<file path="src/rtl/debug_ring_fifo.sv">
// Circular FIFO for the CPU debug I/O path with a clock-divider strobe,
// edge-detected request handshakes and sticky overflow/underflow flags.
module debug_ring_fifo #(
  parameter int unsigned WIDTH = 16,
  parameter int unsigned DEPTH = 32,
  parameter int unsigned DIV_W = 16,
  parameter int unsigned MODE  = 0,
  localparam int unsigned AW   = $clog2(DEPTH)
) (
  input  logic             clk,
  input  logic             rst,
  input  logic [DIV_W-1:0] clkdiv,
  output logic             outclk,
  output logic             tick,
  input  logic [WIDTH-1:0] wr_data,
  input  logic             wr_req,
  input  logic             rd_req,
  output logic [WIDTH-1:0] rd_data,
  output logic             rd_valid,
  output logic [AW:0]      count,
  output logic             empty,
  output logic             full,
  output logic             overflow,
  output logic             underflow,
  input  logic             clr_err
);

  localparam logic [AW:0] FullCount = (AW + 1)'(DEPTH);

  logic [DIV_W-1:0] counter_q;
  logic [AW-1:0]    wr_ptr_q;
  logic [AW-1:0]    rd_ptr_q;
  logic             wr_q;
  logic             rd_q;
  logic [WIDTH-1:0] mem_q [DEPTH];

  logic we_ev;
  logic re_ev;
  logic do_wr;
  logic do_rd;
  logic set_ovf;
  logic set_udf;

  assign tick  = (counter_q == clkdiv);
  assign empty = (count == '0);
  assign full  = (count == FullCount);

  // In sampling mode the host request line is ignored; only non-zero words on a tick are stored.
  assign we_ev   = (MODE == 0) ? (wr_req & ~wr_q) : (tick & (|wr_data));
  assign re_ev   = rd_req & ~rd_q;
  assign do_wr   = we_ev & (~full | re_ev);
  assign do_rd   = re_ev & ~empty;
  assign set_ovf = we_ev & full & ~re_ev;
  assign set_udf = re_ev & empty;

  always_ff @(posedge clk) begin
    if (rst) begin
      counter_q <= '0;
      outclk    <= 1'b0;
      wr_q      <= 1'b1;
      rd_q      <= 1'b1;
      wr_ptr_q  <= '0;
      rd_ptr_q  <= '0;
      count     <= '0;
      rd_data   <= '0;
      rd_valid  <= 1'b0;
      overflow  <= 1'b0;
      underflow <= 1'b0;
    end else begin
      counter_q <= tick ? '0 : counter_q + DIV_W'(1);
      if (tick) begin
        outclk <= ~outclk;
      end
      wr_q <= wr_req;
      rd_q <= rd_req;

      if (do_wr) begin
        wr_ptr_q <= wr_ptr_q + AW'(1);
      end
      if (do_rd) begin
        rd_ptr_q <= rd_ptr_q + AW'(1);
        rd_data  <= mem_q[rd_ptr_q];
      end
      rd_valid <= do_rd;

      case ({do_wr, do_rd})
        2'b10:   count <= count + (AW + 1)'(1);
        2'b01:   count <= count - (AW + 1)'(1);
        default: count <= count;
      endcase

      // A new error event takes priority over a clear in the same cycle.
      if (set_ovf) begin
        overflow <= 1'b1;
      end else if (clr_err) begin
        overflow <= 1'b0;
      end
      if (set_udf) begin
        underflow <= 1'b1;
      end else if (clr_err) begin
        underflow <= 1'b0;
      end
    end
  end

  // Storage is not reset.
  always_ff @(posedge clk) begin
    if (!rst && do_wr) begin
      mem_q[wr_ptr_q] <= wr_data;
    end
  end

endmodule

</file>
<file path="config.mk">
export PLATFORM = sky130hd
export DESIGN_NAME = debug_ring_fifo
export DESIGN_NICKNAME = d
export VERILOG_FILES = /design/src/rtl/debug_ring_fifo.sv
export SDC_FILE = /design/constraint.sdc
export NUM_CORES = 1
export LEC_CHECK = 0
export ABC_AREA = 1
export BUFFER_PORTS_ARGS = -buffer_cell sky130_fd_sc_hd__buf_2
export CORE_MARGIN = 1.5
export CORE_UTILIZATION = 40
export DETAILED_ROUTE_END_ITERATION = 10
export PLACE_DENSITY = 0.62
export SLEW_MARGIN = 10
export SYNTH_ARGS = -nofsm -noshare
export SYNTH_HDL_FRONTEND = slang
export SYNTH_SLANG_ARGS = --single-unit
</file>
<file path="constraint.sdc">
create_clock -name clk -period 3.6 [get_ports clk]
set_clock_uncertainty 0.15 [all_clocks]
set_input_delay 0.72 -clock clk [delete_from_list [all_inputs] [get_ports clk]]
set_output_delay 0.72 -clock clk [all_outputs]
set_load 0.02 [all_outputs]
</file>
==> results of run 1 <==
where the power goes:
group,internal [mW],leakage [nW],switching (mW),total [mW]
Sequential,7.18,5.04,0.0229,7.20
Clock,3.36,0.898,2.44,5.80
Combinational,0.194,4.79,0.554,0.748
Total,10.7,10.7,3.02,13.7
synth_stat cells (all sizes together):
master,number
a21oi,70
a31oi,1
buf,97
clkbuf,18
clkinv,2
dfxtp,54
edfxtp,512
fa,1
ha,11
inv,245
nand2,744
nand3,326
nand3b,1
nand4,4
nor2,164
nor3,5
nor3b,1
nor4,2
o21ai,29
or2,6
xnor2,11
xor2,17
worst paths after layout:
path	from	to
hold / removal	wr_req	wr_q$_SDFF_PP1_
setup / recovery	counter_q[10]$_SDFF_PP0_	tick
setup reg to reg	count[1]$_SDFFE_PP0P_	count[3]$_SDFFE_PP0P_
hold reg to reg	rd_data[0]$_SDFFE_PP0P_	rd_data[0]$_SDFFE_PP0P_
area by class of cell:
| class | count | area, um2 | area share (%) |
|---|---|---|---|
| Antenna cell | 1 | 2.502 | 0.009208 |
| Clock buffer | 87 | 1652 | 6.077 |
| Clock inverter | 20 | 171.4 | 0.6307 |
| Inverter | 247 | 934.6 | 3.439 |
| Multi-Input combinational cell | 1393 | 6116 | 22.50 |
| Sequential cell | 566 | 16460 | 60.58 |
| Tap cell | 773 | 967.2 | 3.559 |
| Timing Repair Buffer | 126 | 870.8 | 3.204 |
kinds of logic (layout without fill, tap and decap cells):
| family | count (synthesis) | after routing | share of synthesized area (%) |
|---|---|---|---|
| flip-flops | 566 | 566 | 68.09 |
| buffers and inverters | 362 | 480 | 6.601 |
| adder cells (fa/ha/maj) | 12 | 12 | 0.6523 |
| AO/OA/AOI/OAI | 100 | 100 | 2.092 |
| AND/OR/NAND/NOR | 1253 | 1253 | 21.55 |
| other | 0 | 1 | 0 |
| XOR/XNOR | 28 | 28 | 1.015 |
placed cells by master, fill, tap and decap left out, types with 3 or more instances in the layout:
cell type	count
nand2_1	737
edfxtp_1	512
nand3_1	326
inv_1	241
nor2_1	161
a21oi_1	70
buf_2	65
clkbuf_16	59
buf_4	54
dfxtp_1	52
o21ai_0	28
clkbuf_1	21
xor2_1	17
xnor2_1	11
ha_1	11
clkinv_2	10
clkinv_1	8
nand2_2	7
clkbuf_8	7
buf_12	7
or2_2	4
nor3_1	4
nand4_1	3
bufinv_16	3
registers in the layout (all words and copies together), names as in the netlist:
name,cells
mem_q,512
counter_q,16
rd_data,16
count,6
rd_ptr_q,5
wr_ptr_q,5
outclk,1
overflow,1
rd_q,1
rd_valid,1
underflow,1
wr_q,1
per-layer routing:
metal / wire length (um) / GRT usage (%)
met1: 27260 / 27.86
met2: 27380 / 31.12
met3: 4674 / 3.396
met4: 1398 / 6.152
met5: 14 / 0
worst min-delay path, cell delays in order:
cell     delay (ns)
buf_2          0.07
inv_1          0.04
nand2_1        0.04
==> results.txt, run 1 <==
Cell Area, Synth: 24170 um2
Largest net degree at the start of global routing: 159
Flop2flop setup slack: 0.89 ns
CP Depth: 7
Residual DRC count: 0
Placement Setup Slack: 0.6497 ns
Post-DP Area: 25350 um2
DR iter-0 viols: 1506
Yosys Warn Count: 0
Layout Area Growth over Synthesis: 12.46%
Mapped Cells: 2321
Slowest stage delay, CP: 0.36 ns
H-tree depth: 2
First-pass GRT wire length: 93.87 mm
Drt wl/cell: 18.90 um
Final period util: 78.95%
Worst hold path class: in -> reg
Synth unique cells: 36
PostCTS Resize Cnt: 0
Tot Pwr: 13.75 mW
Core area: 59350 um2
Crit-path most repeated cell: nand2_1
Die area: 61900 um2
CTS Sinks: 566
CP Buf/Inv Count: 2
Crit Path Class: reg -> out
Vias: 16279
Number of global-route vias before repair: 16014
DRT Pass-1 Iters: 5
CP max FO: 6
Die width: 248.8 um
Finished Core Util: 45.79%
Rows: 89
Initial core utilization: 40.72%
Layout Nets: 2440
Max VDD drop: 383.8 uV
Yosys reg bits: 566
Clk root buf: clkbuf_16
Max-cap viol count: 0
Layout fillers: 5499
Final worst slack: 0.7578 ns
I/O pin total: 66
Share of cells above drive strength 1: 9.430%
Worst path required time: 2.73 ns
Clock buffer count from CTS: 57
Dpl cells: 3105
Reg clk slew, reported paths: 0.06 ns
Sequential area share after synthesis: 68.09%
CTS tree: built
PD cells: 505.9 nW/um2
Via-per-instance ratio: 5.067
Top-area cell type share of the netlist area: 63.62%
Post-synth net total: 2370
Hold WS: 0.1500 ns
Area leader, netlist: edfxtp_1
Clock Latency Late Sink: 0.62 ns
Cts hold-fix bufs: 0
Max-slew headroom: 40.24%
CP arrival: 1.97 ns
Initial antenna violation count: 1
Final wirelength: 60.73 mm
Worst slew pin tran: 0.8963 ns
Status: completed
CTS Buffer Depth: 3
Reg2Reg Depth: 13
Chip Height: 248.8 um
Grt ovf: 0
Fin. max-slew vios: 0
Dpl hpwl: 34.88 mm
RSZ-0062 raised after global routing: no
Crit end category: output pin
Crit-path cells: xor2_1, nor2_1, nand2_1, nor3_1, nand2_1, inv_1, buf_2
Endpoints failing hold: 0
Design Area, Final: 27180 um2
Leak Pwr: 10.73 nW
Final ANT Viol Nets: 0
Largest cells by area after synthesis: edfxtp_1 (64%), nand2_1 (11%), nand3_1 (6.8%)
Critical Path Start Type: flip-flop
Gpl congestion: 0.8973
Crit-path slowest cell: dfxtp_1
Final std cells w/o fill: 3213
Delay-heaviest family, CP: simple AND/OR/NAND/NOR gates
Mean Syn Cell Area: 10.41 um2
GRT Util Overall: 19.74%
Setup TNS: 0 ns
Min cycle time layout: 2.842 ns
Hold Crit Depth: 3
IO Port Bufs: 65
Fmax: 351.8 MHz
Setup violators final: 0
Postcts setup bufs: 0
No activity file was read; power rests on OpenSTA's default activity.
==> run 2: changes to the inputs <==
Settings changed: ABC_AREA 1 to 0, PLACE_DENSITY 0.62 to 0.64.
Clock period 3.6 ns to 2.4 ns, I/O delays scaled along.
==> results.txt, run 2 <==
Max VDD drop: 447.0 uV
CTS tree: built
Post-synth EDFFs: 512
Final std cells w/o fill: 2138
Drt wl/cell: 25.24 um
Worst slew pin tran: 0.9684 ns
N_diodes: 0
Initial antenna violation count: 0
FF/Latch Area: 16510 um2
Worst path required time: 2.73 ns
Most common flop cell mapped by yosys: edfxtp_1
Area of the multi-input gates: 5963 um2
Number of global-route vias before repair: 11838
First-pass GRT wire length: 77.80 mm
Min cycle time layout: 2.973 ns
Worst hold path class: in -> reg
Final ANT Viol Nets: 0
I/O pin total: 66
Largest net degree at the start of global routing: 33
Chip Height: 237.7 um
PD cells: 739.0 nW/um2
DR iter-0 viols: 1165
Largest Register: mem_q
Ys async rst share: 0%
Simple-Gate Fraction of Synth Area: 4.293%
Mapped Cells: 1197
RSZ-0062 raised after global routing: yes
Largest cells by area after synthesis: edfxtp_1 (70%), mux4_2 (8.2%), dfxtp_1 (4.9%)
Final period util: 123.9%
Clk root buf: clkbuf_16
Final wirelength: 53.96 mm
H-tree depth: 2
Max-slew headroom: 35.24%
Endpoints failing hold: 0
Crit end category: flip-flop
IO Port Bufs: 65
Core area: 54130 um2
Synth Area in Compound Gates: 4.265%
Largest registers: mem_q (512), counter_q (16), rd_data (16)
P_int: 15.92 mW
Final worst slack: -0.5727 ns
Clock Power Share: 43.2%
Post-synth net total: 1246
Yosys reg bits: 566
Layout Area Growth over Synthesis: 22.12%
Cell Area, Synth: 22030 um2
Slowest stage delay, CP: 0.55 ns
Top cells by count, synth: edfxtp_1 (512), nor2_1 (107), mux2i_1 (99)
CP arrival: 3.30 ns
Area leader, netlist: edfxtp_1
Top-area cell type share of the netlist area: 69.78%
Synth unique cells: 55
DRT Pass-1 Iters: 5
Switching part of the total: 19.95%
Largest register FFs: 512
Via-per-instance ratio: 5.614
Status: complete, but fails checks
Mean Syn Cell Area: 18.41 um2
Most frequent cell after synthesis: edfxtp_1
Clock Latency Late Sink: 0.60 ns
Rows: 85
Setup violators final: 484
GRT Util Overall: 18.81%
Grt ovf: 0
Gate power share: 2.7%
Sequential area share after synthesis: 74.68%
Yosys Warn Count: 0
Fin. max-slew vios: 0
Crit Path Class: reg -> reg
Die width: 237.7 um
Fmax: 336.4 MHz
CP max FO: 6
Setup TNS: -58.05 ns
CP Buf/Inv Count: 0
Leak Pwr: 8.398 nW
Commonest non-fill, non-tap cell in the layout: edfxtp_1
Crit-path slowest cell: or4_4
Dpl hpwl: 30.45 mm
Layout fillers: 4346
Adder-Cell Fraction of Synth Area: 0.7155%
Gpl congestion: 0.8466
Placement Setup Slack: -0.6453 ns
Max-cap viol count: 0
Tot Pwr: 19.88 mW
Vias: 12003
Share of power burned in registers: 54.1%
Finished Core Util: 49.71%
Dpl cells: 1972
Mux share of post-synthesis cell area: 12.67%
Layout Nets: 1446
Reg clk slew, reported paths: 0.06 ns
Initial core utilization: 40.70%
Largest family of logic cells by synthesized area: multiplexers
Die area: 56500 um2
Crit-path cells: or4_4, o31a_1, ha_4, ha_1, or4b_1, a311o_1, o311ai_4, xnor2_1, nor2_1
Failing checks: negative setup slack
Most frequent cells in the layout: edfxtp_1 (512), mux2i_1 (99), mux4_2 (80)
Residual DRC count: 0
Clock buffer count from CTS: 56
CTS Sinks: 566
Critical Path Start Type: flip-flop
CTS Buffer Depth: 3
Sw power: 3.967 mW
Delay-heaviest family, CP: simple AND/OR/NAND/NOR gates
Share of cells above drive strength 1: 31.83%
Post-synthesis xor/xnor area fraction: 1.749%
[run 2: cell types whose count changed after synthesis, moves of 46 or more]
cell | previous run | this run
inv_1 | 241 | 8
mux4_2 | 0 | 80
a21oi_1 | 70 | 7
buf_2 | 69 | 23
nand3_1 | 326 | 5
nor2_1 | 161 | 107
nand2_1 | 737 | 28
mux2i_1 | 0 | 99
[run 2: logic make-up after synthesis]
logic type / count (synthesis)
simple gates: 195
xor+xnor: 44
buf+inv: 77
flops: 566
fa+ha+maj: 12
mux: 179
compound gates: 124
[run 2: final cells by class]
type	count	area share, %
clock buffers	72	5.659
clock inverters	31	1.009
inverters	8	0.1116
multi-input cells	576	22.16
flip-flops and latches	566	61.35
well taps	696	3.236
repair buffers	189	6.477
[run 2: what timing repair did]
item / in CTS / in global routing
buffers inserted: 23 / 20
hold buffers: 2 / 0
cloned: 13 / 11
hold endpoints to repair: 2 / 0
pin swaps: 32 / 27
setup endpoints to repair: 528 / 482
gates resized for setup: 101 / 49
[run 2: worst paths after layout]
check,startpoint,depth (start not counted),slack (ns),to
max,count[2]$_SDFFE_PP0P_,9,-0.57,count[5]$_SDFFE_PP0P_
min,rd_req,3,0.04,rd_q$_SDFF_PP1_
max reg2reg,count[2]$_SDFFE_PP0P_,9,-0.57,count[5]$_SDFFE_PP0P_
min reg2reg,rd_data[4]$_SDFFE_PP0P_,1,0.32,rd_data[4]$_SDFFE_PP0P_
[run 2: worst register-to-register path, stage by stage (launching register included)]
cell	delay [ns]
dfxtp_2	0.32
or4_4	0.55
o31a_1	0.31
ha_4	0.20
ha_1	0.19
or4b_1	0.51
a311o_1	0.34
o311ai_4	0.08
xnor2_1	0.14
nor2_1	0.06
[run 2: power by group through the flow]
stage               sequential (mW)  clock (mW)  combinational [mW]
floorplan                      11.0           0               0.186
global placement               11.0           0               0.468
detailed placement             11.0           0               0.482
CTS                            10.8        8.69               0.521
global route                   10.8        9.06               0.579
finish                         10.8        8.58               0.543
[run 2: metrics by stage]
| step | hold WS [ns] | instance area, um2 |
|---|---|---|
| 3_3_place_gp | 0.3015 | 23840 |
| 4_1_cts | 0.02080 | 26420 |
| 6_report | 0.04491 | 26910 |
| 2_1_floorplan | 0.2981 | 22150 |
| 3_5_place_dp | 0.3066 | 23840 |
| 5_1_grt | 0.05039 | 26910 |
[run 2: layer usage]
layer  part of all wire [%]  track usage, %
met2                     46           28.65
met3                    7.1           2.938
met4                    2.8           6.543
met5                      0               0
met1                     44           27.54
==> run 3: changes to the inputs <==
Settings changed: PLACE_DENSITY 0.64 to 0.66.
==> results.txt, run 3 (synthesis gave the netlist of run 2 again) <==
Max-cap viol count: 0
Largest register FFs: 512
Failing checks: negative setup slack
CTS Sinks: 566
Initial antenna violation count: 1
Dpl hpwl: 29.18 mm
I/O pin total: 66
Rows: 85
Chip Height: 237.7 um
Met2 GRT Util: 27.76%
Worst setup path endpoint: count[5]$_SDFFE_PP0P_
Tot Pwr: 19.93 mW
Number of global-route vias before repair: 11679
N_diodes: 0
Final wirelength: 52.43 mm
Most frequent cells in the layout: edfxtp_1 (512), mux2i_1 (99), mux4_2 (80)
Core area: 54130 um2
P_int: 15.88 mW
GR met1 Demand/Resource: 23.87%
Clock buffer count from CTS: 55
H-tree depth: 2
CTS tree: built
Finished Core Util: 49.32%
Setup violators final: 536
Commonest non-fill, non-tap cell in the layout: edfxtp_1
Crit end category: flip-flop
Gate power share: 2.6%
GRT Util Overall: 17.14%
Largest registers: mem_q (512), counter_q (16), rd_data (16)
Leak Pwr: 8.228 nW
Fin. max-slew vios: 0
Clk root buf: clkbuf_16
Final worst slack: -0.5440 ns
Clock Latency Late Sink: 0.61 ns
PD cells: 746.4 nW/um2
Fmax: 339.7 MHz
Grt ovf: 0
Worst hold path class: in -> reg
Switching part of the total: 20.30%
Largest net degree at the start of global routing: 48
Worst slew pin tran: 0.9648 ns
Largest Register: mem_q
DR iter-0 viols: 1264
Layout Area Growth over Synthesis: 21.18%
IO Port Bufs: 65
Residual DRC count: 0
Gpl congestion: 0.7756
Crit Path Class: reg -> reg
Layout Nets: 1427
Drt wl/cell: 24.74 um
Initial core utilization: 40.70%
Worst path required time: 2.73 ns
Die area: 56500 um2
Worst r2r src: count[1]$_SDFFE_PP0P_
Share of power burned in registers: 54.0%
FF-to-FF End: count[5]$_SDFFE_PP0P_
Final period util: 122.7%
Flop2flop setup slack: -0.54 ns
RSZ-0062 raised after global routing: yes
Die width: 237.7 um
Max-slew headroom: 35.50%
Sw power: 4.045 mW
Gr busiest metal: met2
Final ANT Viol Nets: 0
Placement Setup Slack: -0.5205 ns
Reg clk slew, reported paths: 0.06 ns
CTS Buffer Depth: 3
Vias: 11896
Reg2Reg Depth: 10
Min cycle time layout: 2.944 ns
CP max FO: 6
Share of cells above drive strength 1: 31.20%
CP arrival: 3.28 ns
Crit path from: count[1]$_SDFFE_PP0P_
Endpoints failing hold: 0
Max VDD drop: 504.6 uV
Status: complete, but fails checks
Critical Path Start Type: flip-flop
Via-per-instance ratio: 5.614
Clock Power Share: 43.4%
First-pass GRT wire length: 72.53 mm
Met3 Use GR: 3.019%
DRT Pass-1 Iters: 6
-- run 3: cell count changes in the layout (fill, tap and decap cells not counted), moves of 4 or more --
cell,delta
clkbuf_1,-5
buf_6,-7
buf_4,-10
buf_8,-4
clkinv_2,+6
xnor2_1,+5
clkinv_1,-5
xnor2_2,-5
-- run 3: layout make-up --
class / instances / area, um2
clock inverters: 33 / 281.5
fillers: 4367 / 27430
multi-input cells: 579 / 5962
repair buffers: 168 / 1516
well taps: 696 / 870.8
clock buffers: 69 / 1531
flip-flops and latches: 566 / 16510
inverters: 8 / 30.03
-- run 3: what timing repair did --
item	4_1_cts	5_1_grt
hold endpoints to repair	3	0
endpoints found under the setup margin	443	493
pin swaps	23	52
cloned	0	29
buffers inserted	14	19
gates resized for setup	79	50
hold buffers	3	0
-- run 3: power by group through the flow --
| stage | combinational, mW | sequential, mW | clock [mW] |
|---|---|---|---|
| 2_1_floorplan | 0.186 | 11.0 | 0 |
| 3_3_place_gp | 0.444 | 11.0 | 0 |
| 3_5_place_dp | 0.456 | 11.0 | 0 |
| 4_1_cts | 0.490 | 10.8 | 8.80 |
| 5_1_grt | 0.561 | 10.8 | 9.16 |
| 6_report | 0.523 | 10.8 | 8.65 |
-- run 3: routing by layer --
| layer | share of wire [%] | vias up | wire length (um) |
|---|---|---|---|
| met5 | 0 | - | 0 |
| met4 | 1.7 | 0 | 896 |
| met3 | 7.3 | 64 | 3850 |
| met2 | 50 | 500 | 26140 |
| met1 | 41 | 6126 | 21550 |
| li1 | - | 5206 | - |
-- run 3: critical path, stage by stage, from the launching register on --
cell and delay [ns]:
dfxtp_4 0.34, or4_4 0.54, o41a_1 0.37, inv_2 0.10, ha_4 0.17, buf_4 0.14
or4b_1 0.43, a311o_1 0.30, o311ai_2 0.09, xnor2_1 0.15, nor2_1 0.05
-- run 3: worst min-delay path by stage --
stage / start / to / cells after the start
after global routing: wr_req / overflow$_SDFFE_PP0P_ / 4
after floorplan: counter_q[0]$_SDFF_PP0_ / counter_q[0]$_SDFF_PP0_ / 1
after global placement: overflow$_SDFFE_PP0P_ / overflow$_SDFFE_PP0P_ / 2
after CTS: wr_req / overflow$_SDFFE_PP0P_ / 4
final: wr_req / overflow$_SDFFE_PP0P_ / 4
after detailed placement: overflow$_SDFFE_PP0P_ / overflow$_SDFFE_PP0P_ / 2
-- run 3: through the flow --
stage               setup TNS [ns]  hold slack (ns)  cells  area [um2]
finish                      -61.93           0.1485   2119       26700
floorplan                   -1.496           0.2981   1197       22150
global placement           -148.53           0.3126   1952       23690
CTS                         -5.031           0.1099   2071       25990
global route                -78.04           0.1591   2119       26700
detailed placement         -187.93           0.3192   1952       23700
